--- src/rtl/am4_seq_pkg.sv ---
// am4_seq_pkg
// Shared definitions for the am2909 next-address controller: the 4-bit
// next-address opcode encoding, the am2909 source-select codes and the
// decoded control bundle passed from the decoder to the top level.
// No ports (package).

package am4_seq_pkg;

  typedef enum logic [3:0] {
    OP_JZ   = 4'd0,
    OP_CJS  = 4'd1,
    OP_JMAP = 4'd2,
    OP_CJP  = 4'd3,
    OP_PUSH = 4'd4,
    OP_JSRP = 4'd5,
    OP_CJV  = 4'd6,
    OP_JRP  = 4'd7,
    OP_RFCT = 4'd8,
    OP_RPCT = 4'd9,
    OP_CRTN = 4'd10,
    OP_CJPP = 4'd11,
    OP_LDCT = 4'd12,
    OP_LOOP = 4'd13,
    OP_CONT = 4'd14,
    OP_JP   = 4'd15
  } seq_op_e;

  localparam logic [1:0] S_PC  = 2'b00;
  localparam logic [1:0] S_AR  = 2'b01;
  localparam logic [1:0] S_STK = 2'b10;
  localparam logic [1:0] S_D   = 2'b11;

  typedef struct packed {
    logic [1:0] s;
    logic       fe_n;
    logic       pup;
    logic       za_n;
    logic       re_n;
    logic       pl_oe_n;
    logic       map_oe_n;
    logic       vect_oe_n;
    logic       ctr_ld;
    logic       ctr_dec;
  } seq_ctl_t;

  // Idle bundle: continue (PC), stack and AR untouched, pipeline drives D.
  function automatic seq_ctl_t ctl_default();
    seq_ctl_t c;
    c.s         = S_PC;
    c.fe_n      = 1'b1;
    c.pup       = 1'b0;
    c.za_n      = 1'b1;
    c.re_n      = 1'b1;
    c.pl_oe_n   = 1'b0;
    c.map_oe_n  = 1'b1;
    c.vect_oe_n = 1'b1;
    c.ctr_ld    = 1'b0;
    c.ctr_dec   = 1'b0;
    return c;
  endfunction

endpackage

--- src/rtl/am4_seqctl_dec.sv ---
// am4_seqctl_dec
// Purely combinational next-address decoder. Turns the pipelined opcode,
// polarity, the effective condition and the loop counter into the am2909
// control bundle plus the pass / ctr_zero status.
// Ports:
//   op_i       pipelined next-address opcode
//   pol_i      pipelined condition polarity (1 = inverted)
//   cc_i       effective condition (live or registered, chosen by the top)
//   ctr_i      loop counter value
//   ctl_o      decoded control bundle
//   pass_o     condition test result
//   ctr_zero_o loop counter is zero

module am4_seqctl_dec
  import am4_seq_pkg::*;
#(
  parameter int AW = 12
) (
  input  logic [3:0]    op_i,
  input  logic          pol_i,
  input  logic          cc_i,
  input  logic [AW-1:0] ctr_i,
  output seq_ctl_t      ctl_o,
  output logic          pass_o,
  output logic          ctr_zero_o
);

  logic pass;
  logic ctr_zero;

  assign pass       = cc_i ^ pol_i;
  assign ctr_zero   = (ctr_i == '0);
  assign pass_o     = pass;
  assign ctr_zero_o = ctr_zero;

  always_comb begin
    ctl_o = ctl_default();
    case (op_i)
      OP_JZ:   ctl_o.za_n = 1'b0;
      OP_CJS: begin
        if (pass) begin
          ctl_o.s    = S_D;
          ctl_o.fe_n = 1'b0;
          ctl_o.pup  = 1'b1;
        end
      end
      OP_JMAP: begin
        ctl_o.s        = S_D;
        ctl_o.map_oe_n = 1'b0;
        ctl_o.pl_oe_n  = 1'b1;
      end
      OP_CJP: begin
        if (pass) ctl_o.s = S_D;
      end
      OP_PUSH: begin
        ctl_o.fe_n   = 1'b0;
        ctl_o.pup    = 1'b1;
        ctl_o.ctr_ld = pass;
      end
      OP_JSRP: begin
        ctl_o.fe_n = 1'b0;
        ctl_o.pup  = 1'b1;
        ctl_o.s    = pass ? S_D : S_AR;
      end
      OP_CJV: begin
        if (pass) begin
          ctl_o.s         = S_D;
          ctl_o.vect_oe_n = 1'b0;
          ctl_o.pl_oe_n   = 1'b1;
        end
      end
      OP_JRP:  ctl_o.s = pass ? S_D : S_AR;
      OP_RFCT: begin
        if (!ctr_zero) begin
          ctl_o.s       = S_STK;
          ctl_o.ctr_dec = 1'b1;
        end else begin
          // loop exhausted: fall through and discard the loop address
          ctl_o.fe_n = 1'b0;
          ctl_o.pup  = 1'b0;
        end
      end
      OP_RPCT: begin
        if (!ctr_zero) begin
          ctl_o.s       = S_D;
          ctl_o.ctr_dec = 1'b1;
        end
      end
      OP_CRTN: begin
        if (pass) begin
          ctl_o.s    = S_STK;
          ctl_o.fe_n = 1'b0;
          ctl_o.pup  = 1'b0;
        end
      end
      OP_CJPP: begin
        if (pass) begin
          ctl_o.s    = S_D;
          ctl_o.fe_n = 1'b0;
          ctl_o.pup  = 1'b0;
        end
      end
      OP_LDCT: begin
        ctl_o.ctr_ld = 1'b1;
        ctl_o.re_n   = 1'b0;
      end
      OP_LOOP: begin
        if (pass) begin
          ctl_o.fe_n = 1'b0;
          ctl_o.pup  = 1'b0;
        end else begin
          ctl_o.s = S_STK;
        end
      end
      OP_CONT: ctl_o.s = S_PC;
      OP_JP:   ctl_o.s = S_D;
      default: ctl_o = ctl_default();
    endcase
  end

endmodule

--- src/rtl/am4_seqctl.sv ---
// am4_seqctl
// Next-address controller and microinstruction pipeline stage for an
// am2909 sequencer chain. Holds the microword next-address pipeline
// register, the loop counter, the optional condition register and the
// hold override; decode lives in am4_seqctl_dec.
// Configuration macro: AM4_SEQCTL_CCREG_EN -- when defined, cc is
// registered on every non-hold edge and pass uses the registered value.
// Ports:
//   cp, rst_n                     clock, async active-low reset
//   hold                          freeze address, pipeline and counter
//   mi_op, mi_pol, mi_br          next-address fields from control store
//   cc                            selected datapath condition
//   s, fe_n, pup, za_n, re_n, cin am2909 controls
//   d, r                          branch field to am2909 D and R inputs
//   pl_oe_n, map_oe_n, vect_oe_n  D-bus source enables (one low)
//   pass, ctr_zero                condition result, counter == 0

module am4_seqctl
  import am4_seq_pkg::*;
#(
  parameter int AW = 12
) (
  input  logic          cp,
  input  logic          rst_n,
  input  logic          hold,
  input  logic [3:0]    mi_op,
  input  logic          mi_pol,
  input  logic [AW-1:0] mi_br,
  input  logic          cc,
  output logic [1:0]    s,
  output logic          fe_n,
  output logic          pup,
  output logic          za_n,
  output logic          re_n,
  output logic          cin,
  output logic [AW-1:0] d,
  output logic [AW-1:0] r,
  output logic          pl_oe_n,
  output logic          map_oe_n,
  output logic          vect_oe_n,
  output logic          pass,
  output logic          ctr_zero
);

  logic [3:0]    op_q,  op_d;
  logic          pol_q, pol_d;
  logic [AW-1:0] br_q,  br_d;
  logic [AW-1:0] ctr_q, ctr_d;
  logic          cc_eff;
  seq_ctl_t      ctl;

`ifdef AM4_SEQCTL_CCREG_EN
  logic cc_q;

  always_ff @(posedge cp or negedge rst_n) begin
    if (!rst_n)     cc_q <= 1'b0;
    else if (!hold) cc_q <= cc;
  end

  assign cc_eff = cc_q;
`else
  assign cc_eff = cc;
`endif

  am4_seqctl_dec #(.AW(AW)) u_dec (
    .op_i       (op_q),
    .pol_i      (pol_q),
    .cc_i       (cc_eff),
    .ctr_i      (ctr_q),
    .ctl_o      (ctl),
    .pass_o     (pass),
    .ctr_zero_o (ctr_zero)
  );

  always_comb begin
    op_d  = op_q;
    pol_d = pol_q;
    br_d  = br_q;
    ctr_d = ctr_q;
    if (!hold) begin
      op_d  = mi_op;
      pol_d = mi_pol;
      br_d  = mi_br;
      if (ctl.ctr_ld) begin
        ctr_d = br_q;
      end else if (ctl.ctr_dec && !ctr_zero) begin
        ctr_d = ctr_q - AW'(1);
      end
    end
  end

  always_ff @(posedge cp or negedge rst_n) begin
    if (!rst_n) begin
      op_q  <= OP_JZ;
      pol_q <= 1'b0;
      br_q  <= '0;
      ctr_q <= '0;
    end else begin
      op_q  <= op_d;
      pol_q <= pol_d;
      br_q  <= br_d;
      ctr_q <= ctr_d;
    end
  end

  // Hold forces PC select with cin=0 so the am2909 re-emits the current
  // address, and leaves stack and AR alone. The source enables keep their
  // decoded values so the D bus never floats.
  always_comb begin
    s         = ctl.s;
    fe_n      = ctl.fe_n;
    pup       = ctl.pup;
    za_n      = ctl.za_n;
    re_n      = ctl.re_n;
    cin       = 1'b1;
    pl_oe_n   = ctl.pl_oe_n;
    map_oe_n  = ctl.map_oe_n;
    vect_oe_n = ctl.vect_oe_n;
    if (hold) begin
      s    = S_PC;
      cin  = 1'b0;
      fe_n = 1'b1;
      pup  = 1'b0;
      re_n = 1'b1;
      za_n = 1'b1;
    end
  end

  assign d = br_q;
  assign r = br_q;

endmodule

--- config.mk ---
export PLATFORM = sky130hd
export DESIGN_NAME = am4_seqctl
export DESIGN_NICKNAME = d
export VERILOG_FILES = /design/src/rtl/am4_seq_pkg.sv /design/src/rtl/am4_seqctl_dec.sv /design/src/rtl/am4_seqctl.sv
export SDC_FILE = /design/constraint.sdc
export NUM_CORES = 1
export LEC_CHECK = 0
export BUFFER_PORTS_ARGS = -buffer_cell sky130_fd_sc_hd__clkbuf_2
export CORE_MARGIN = 2
export CORE_UTILIZATION = 52
export DETAILED_ROUTE_END_ITERATION = 12
export GPL_TIMING_DRIVEN = 0
export HOLD_SLACK_MARGIN = 0.15
export PLACE_DENSITY = 0.86
export SLEW_MARGIN = 20
export SYNTH_ARGS = -nofsm -noshare
export SYNTH_HDL_FRONTEND = slang
export SYNTH_SLANG_ARGS = --single-unit
--- constraint.sdc ---
create_clock -name cp -period 3.1 [get_ports cp]
set_input_delay 0.31 -clock cp [delete_from_list [all_inputs] [get_ports cp]]
set_output_delay 0.31 -clock cp [all_outputs]
set_load 0.03 [all_outputs]
; Yosys cells after proc, flatten, opt, wreduce, memory -nomap -nowiden
; Cells that the tools add are included.
[totals]
register_bits = 29
out_inout_bits = 36
elab_cells = 60
[op_classes]
n_addsub = 1
n_eq_ne = 14
muxes = 28
bitwise_logic = 2
reduce_logical = 11
[ops]
columns = op, count
row1 = $eq 4x4->1 const B, 7
row2 = $mux 12, 2
row3 = $pmux 2 s9, 1
row4 = $eq 4x3->1 const B, 4
row5 = $mux 1, 13
row6 = $logic_not 12->1, 1
row7 = $mux 2, 6
row8 = $mux 4, 3
row9 = $pmux 2 s6, 1
row10 = $sub 12x1->12 const B, 1
row11 = $reduce_or 2->1, 5
row12 = $eq 4x2->1 const B, 2
row13 = $eq 4x1->1 const B, 1
row14 = $logic_not 4->1, 1
row15 = $pmux 1 s2, 2
row16 = $reduce_and 2->1, 1
row17 = $reduce_bool 2->1, 1
row18 = $logic_and 1x1->1, 1
row19 = $logic_not 1->1, 1
row20 = $not 1->1, 1
row21 = $xor 1x1->1, 1

; Depth between registers and ports, before layout
[logic_depth]
word_depth = 6
mapped_depth = 7

; Modules after synthesis
; A second synthesis with hierarchy kept.
[hier_totals]
cells_unflattened = 190
hier_area_um2 = 1789.2
[by_module_without_submodules]
columns = module, n_inst, cells_each, area_each_um2, seq_area_each_um2
row1 = am4_seqctl, 1, 148, 1537.7, 725.7
row2 = am4_seqctl_dec, 1, 42, 251.5, 0.0

; Worst setup path before layout
; OpenSTA, ideal clock, no wires.
[synth_timing]
kind = reg2out
start = register ctr_q[0]
end = output s[1]
arrival_ps = 1929
required_time_ps = 2790
slack_ps = 861
path_stages_with_launch = 7
n_path_buf = 0
cell_sequence = dfrtp_1 inv_1 ha_1 nor3b_1 nand3_1 o211ai_1 a221oi_1
[synth_via]
elab_chain_cells = 4
elab_cells_between_ends = 5
[synth_rtl]
columns = item, line_no
row1 = start: declaration, am4_seqctl.sv:48  ; logic [AW-1:0] ctr_q, ctr_d;
row2 = start signal: assignment, am4_seqctl.sv:102  ; ctr_q <= ctr_d;
row3 = $logic_not 12->1 *, am4_seqctl_dec.sv:32  ; assign ctr_zero = (ctr_i == '0);
row4 = $mux 2 (on tied branches), "am4_seqctl_dec.sv:84, am4_seqctl_dec.sv:74"
row5 = $pmux 2 s9 *, am4_seqctl_dec.sv:38  ; case (op_i)
row6 = $mux 2 *, am4_seqctl.sv:119  ; if (hold) begin
row7 = end: declaration, am4_seqctl.sv:30  ; output logic [1:0] s,
; Mark *: on every way between the ends. The rest lies on a longest branch, timed or not.

; Worst setup path in the final report
; Ends and elaborated chain as after synthesis.

==> reports/metrics.csv <==
stage,metric,value,unit
status,outcome,"complete, no violations",
final_layout,number of antenna diodes,0,
die,Core Box Area,3340,µm²
critical_path,top cell family by delay on the critical path,simple AND/OR/NAND/NOR gates,
clock_tree,H-tree depth,2,
critical_path,buffers plus inverters on the worst setup path,2,
grt,global-route usage over all layers,0.216,
sta,final count of pins violating max slew,0,
placement,gpl congestion,0.863,
sta,final critical-path share of the clock period,0.835,
run,max cap viols,0,
power_and_ir_drop,combinational power share,0.359,
detailed_routing,Starting DRT DRC Count,75,
clock_tree,clock latency on the worst-skew pair,340,ps
power_and_ir_drop,ratio of total power to cell area,583,nW/µm²
sta,clock tree skew after final layout,4.61,ps
final_layout,Post-layout nets,276,
critical_path,startpoint kind of the worst setup timing path,flip-flop,
placement,post-detail-place hpwl,2990,µm
grt,wire length of the first global-routing pass,6670,µm
sta,Final Critical Period,2590,ps
detailed_routing,vias per cell,5.47,
clock_tree,number of hold buffers added after cts,1,
critical_path,cell-by-cell listing of the critical path,"inv_1, ha_1, nor3b_1, nand3_1, o211ai_1, a221oi_1, clkbuf_2",
critical_path,critical path's slowest cell,sky130_fd_sc_hd__dfrtp_1,
detailed_routing,number of vias in the routed layout,1640,
synthesis,unique cell type count in the Yosys netlist,52,
synthesis,ys flop type,sky130_fd_sc_hd__dfrtp_1,
synthesis,number of register bits inferred by synthesis,29,
die,floorplan die area,3960,µm²
synthesis,"Seq/Total Area, Yosys",0.401,
critical_path,critical-path maximum fanout,9,
sta,count of final hold-check violations,0,
detailed_routing,Routed Wire Length,3940,µm
clock_tree,TritonCTS clock tree,yes,
power_and_ir_drop,Worst IR Drop VDD,0.362,mV
die,chip height,63.0,µm
final_layout,share of final-layout standard cells stronger than drive strength 1,0.413,
placement,Buffers on Ports,56,
hold_path,class of the tightest hold or removal check,in2reg,
power_and_ir_drop,switching power,0.513,mW
grt,largest net degree at the start of global routing,30,
grt,vias in the first global route,1497,
clock_tree,post-CTS resize count,0,
sta,worst rel slew slack,0.546,
synthesis,number of warning messages in the yosys log,0,
synthesis,count of flip-flops with a built-in enable after synthesis,0,
detailed_routing,Pre-Repair DR Iteration Count,4,
final_layout,layout overhead on the synthesized area,23.1,%
sta,final-report setup violation count,0,
critical_path,type of the worst setup path,reg2out,
die,Top Ports,57,
synthesis,"count leader, synth",sky130_fd_sc_hd__dfrtp_1,
critical_path,endpoint class of the critical path,output pin,
sta,slew at the pin closest to its max-slew limit,680,ps
power_and_ir_drop,part of the power in the clock network,0.202,
detailed_routing,per-cell routed wire length,13.1,µm
grt,number of antenna violations at the first check in global routing,0,
synthesis,Post-Synthesis Mean Instance Area,9.57,µm²
die,horizontal die dimension,63.0,µm
synthesis,cell count after synthesis,189,
die,total number of placement rows,21,
critical_path,arrival time of the worst setup path,2280,ps
clock_tree,Inserted Clock Buffers,5,
detailed_routing,Detail Route Antenna Nets,0,
sta,unrepaired setup endpoints after global routing,false,
synthesis,Async SR Flop Fraction,1.00,
synthesis,most used standard cells in the synthesized netlist,"sky130_fd_sc_hd__dfrtp_1, sky130_fd_sc_hd__mux2_2, sky130_fd_sc_hd__nand2_1, sky130_fd_sc_hd__buf_4",
synthesis,biggest area contributors in the synthesized netlist,"sky130_fd_sc_hd__dfrtp_1, sky130_fd_sc_hd__mux2_2, sky130_fd_sc_hd__buf_4",
clock_tree,CTS sink count,29,
synthesis,cell accounting for the most synthesized area,sky130_fd_sc_hd__dfrtp_1,
power_and_ir_drop,fraction of power spent switching nets,0.395,
power_and_ir_drop,overall power of the completed layout,1.30,mW
critical_path,CP max stage delay,420,ps
detailed_routing,number of DRC violations after detailed routing,0,
power_and_ir_drop,Static Leak,1.01,nW
die,starting density of the core,0.542,
power_and_ir_drop,Pint,0.785,mW
synthesis,Synth Cell Area,1810,µm²
synthesis,Syn Nets,212,
clock_tree,CTS root buf,sky130_fd_sc_hd__clkbuf_4,
sta,maximum clock frequency,386,MHz
clock_tree,maximum clock path buffer count,2,
grt,remaining global-route overflow,0,
power_and_ir_drop,Sequential Power Share,0.438,
clock_tree,clock-pin transition on the worst setup and hold timing paths,90,ps
clock_tree,setup repair bufs after CTS,0,
synthesis,fraction of post-synthesis cell area in the top cell type by area,0.401,
critical_path,critical path data required time,2790,ps
sta,TNS Setup,0,ps
## kinds of logic (layout without fill, tap and decap cells)
kind of cell,after synthesis,after routing,synth area share
muxes,17,17,0.106
xor gates and xnor gates,1,1,0.00900
DFF,29,29,0.401
and+or+nand+nor,65,65,0.201
AOI/OAI and AO/OA,48,48,0.181
buffers and inverters,27,92,0.0879
adders and majority gates,2,2,0.0138
## power by group through the flow
stage / Clock, mW / Sequential, mW / Combinational (mW)
finish: 0.263 / 0.569 / 0.467
global route: 0.286 / 0.582 / 0.510
CTS: 0.262 / 0.565 / 0.469
detailed placement: 0 / 0.572 / 0.466
global placement: 0 / 0.565 / 0.454
floorplan: 0 / 0.580 / 0.323
## state kept, by name, indices dropped and copies added (netlist names)
signal  cells
op_q        4
pol_q       1
ctr_q      12
d          12
## stage by stage
step                setup WS (ps)  instance area (µm²)  utilization  cells  hold slack, ps
floorplan                     861                 1810            -    189            14.4
global placement              906                 2150        0.643    291             394
detailed placement            900                 2150        0.643    291             383
CTS                           532                 2230        0.667    300             204
global route                  375                 2230        0.667    300             188
finish                        512                 2230        0.667    300             196
## layout make-up
type,count,area (µm²)
fill,302,1110
clock inverter,1,5.00
sequential,29,726
clock buffer,7,65.1
buffer,21,134
multi-input combinational,133,923
inverter,6,25.0
timing repair buffer,57,290
tap,46,57.6
## cells in the final DEF, fill, tap and decap left out, types with 2 or more instances in the layout
| cell type | n |
|---|---|
| sky130_fd_sc_hd__clkbuf_2 | 56 |
| sky130_fd_sc_hd__dfrtp_1 | 29 |
| sky130_fd_sc_hd__nand2_1 | 17 |
| sky130_fd_sc_hd__mux2_2 | 17 |
| sky130_fd_sc_hd__buf_4 | 12 |
| sky130_fd_sc_hd__nor2_1 | 11 |
| sky130_fd_sc_hd__o21ai_0 | 11 |
| sky130_fd_sc_hd__a21oi_1 | 8 |
| sky130_fd_sc_hd__nor3_1 | 7 |
| sky130_fd_sc_hd__clkbuf_1 | 6 |
| sky130_fd_sc_hd__inv_1 | 5 |
| sky130_fd_sc_hd__clkbuf_4 | 5 |
| sky130_fd_sc_hd__nand3_1 | 4 |
| sky130_fd_sc_hd__o211ai_1 | 4 |
| sky130_fd_sc_hd__nand4_1 | 4 |
| sky130_fd_sc_hd__nor2b_1 | 3 |
| sky130_fd_sc_hd__a31oi_1 | 3 |
| sky130_fd_sc_hd__a211oi_1 | 3 |
| sky130_fd_sc_hd__o21ai_1 | 3 |
| sky130_fd_sc_hd__buf_2 | 2 |
| sky130_fd_sc_hd__nand2b_1 | 2 |
| sky130_fd_sc_hd__nor3b_1 | 2 |
| sky130_fd_sc_hd__nor4_1 | 2 |
| sky130_fd_sc_hd__or3_1 | 2 |
| sky130_fd_sc_hd__and2_1 | 2 |
| sky130_fd_sc_hd__ha_1 | 2 |
| sky130_fd_sc_hd__clkbuf_8 | 2 |
## routing by layer
| metal | routed length, µm | GRT usage | part of all wire | vias up |
|---|---|---|---|---|
| met1 | 1750 | 0.282 | 0.45 | 756 |
| met3 | 242 | 0.0414 | 0.061 | 10 |
| met2 | 1850 | 0.338 | 0.47 | 58 |
| met5 | 0 | 0 | 0 | - |
| met4 | 97 | 0.114 | 0.025 | 0 |
| li1 | - | - | - | 816 |
## worst reg2reg max path, cell delays in order (launching register included)
cell,delay [ps]
sky130_fd_sc_hd__dfrtp_1,370
sky130_fd_sc_hd__buf_2,170
sky130_fd_sc_hd__nor2_2,240
sky130_fd_sc_hd__o211ai_2,240
sky130_fd_sc_hd__nor2_1,410
sky130_fd_sc_hd__nor2_1,160
sky130_fd_sc_hd__a221o_1,310
## worst paths after layout
kind / start / to / slack (ps) / cells after the start
worst min-delay path: mi_pol / pol_q / 200 / 2
worst min register to register: d[1] / ctr_q[1] / 530 / 1
max in group asynchronous: rst_n / d[8] / 2120 / 2
worst max-delay path: ctr_q[0] / s[1] / 510 / 7
min in group asynchronous: rst_n / d[3] / 540 / 2
worst max register to register: op_q[0] / ctr_q[0] / 1090 / 6
Power figures use the tool's default switching activity.
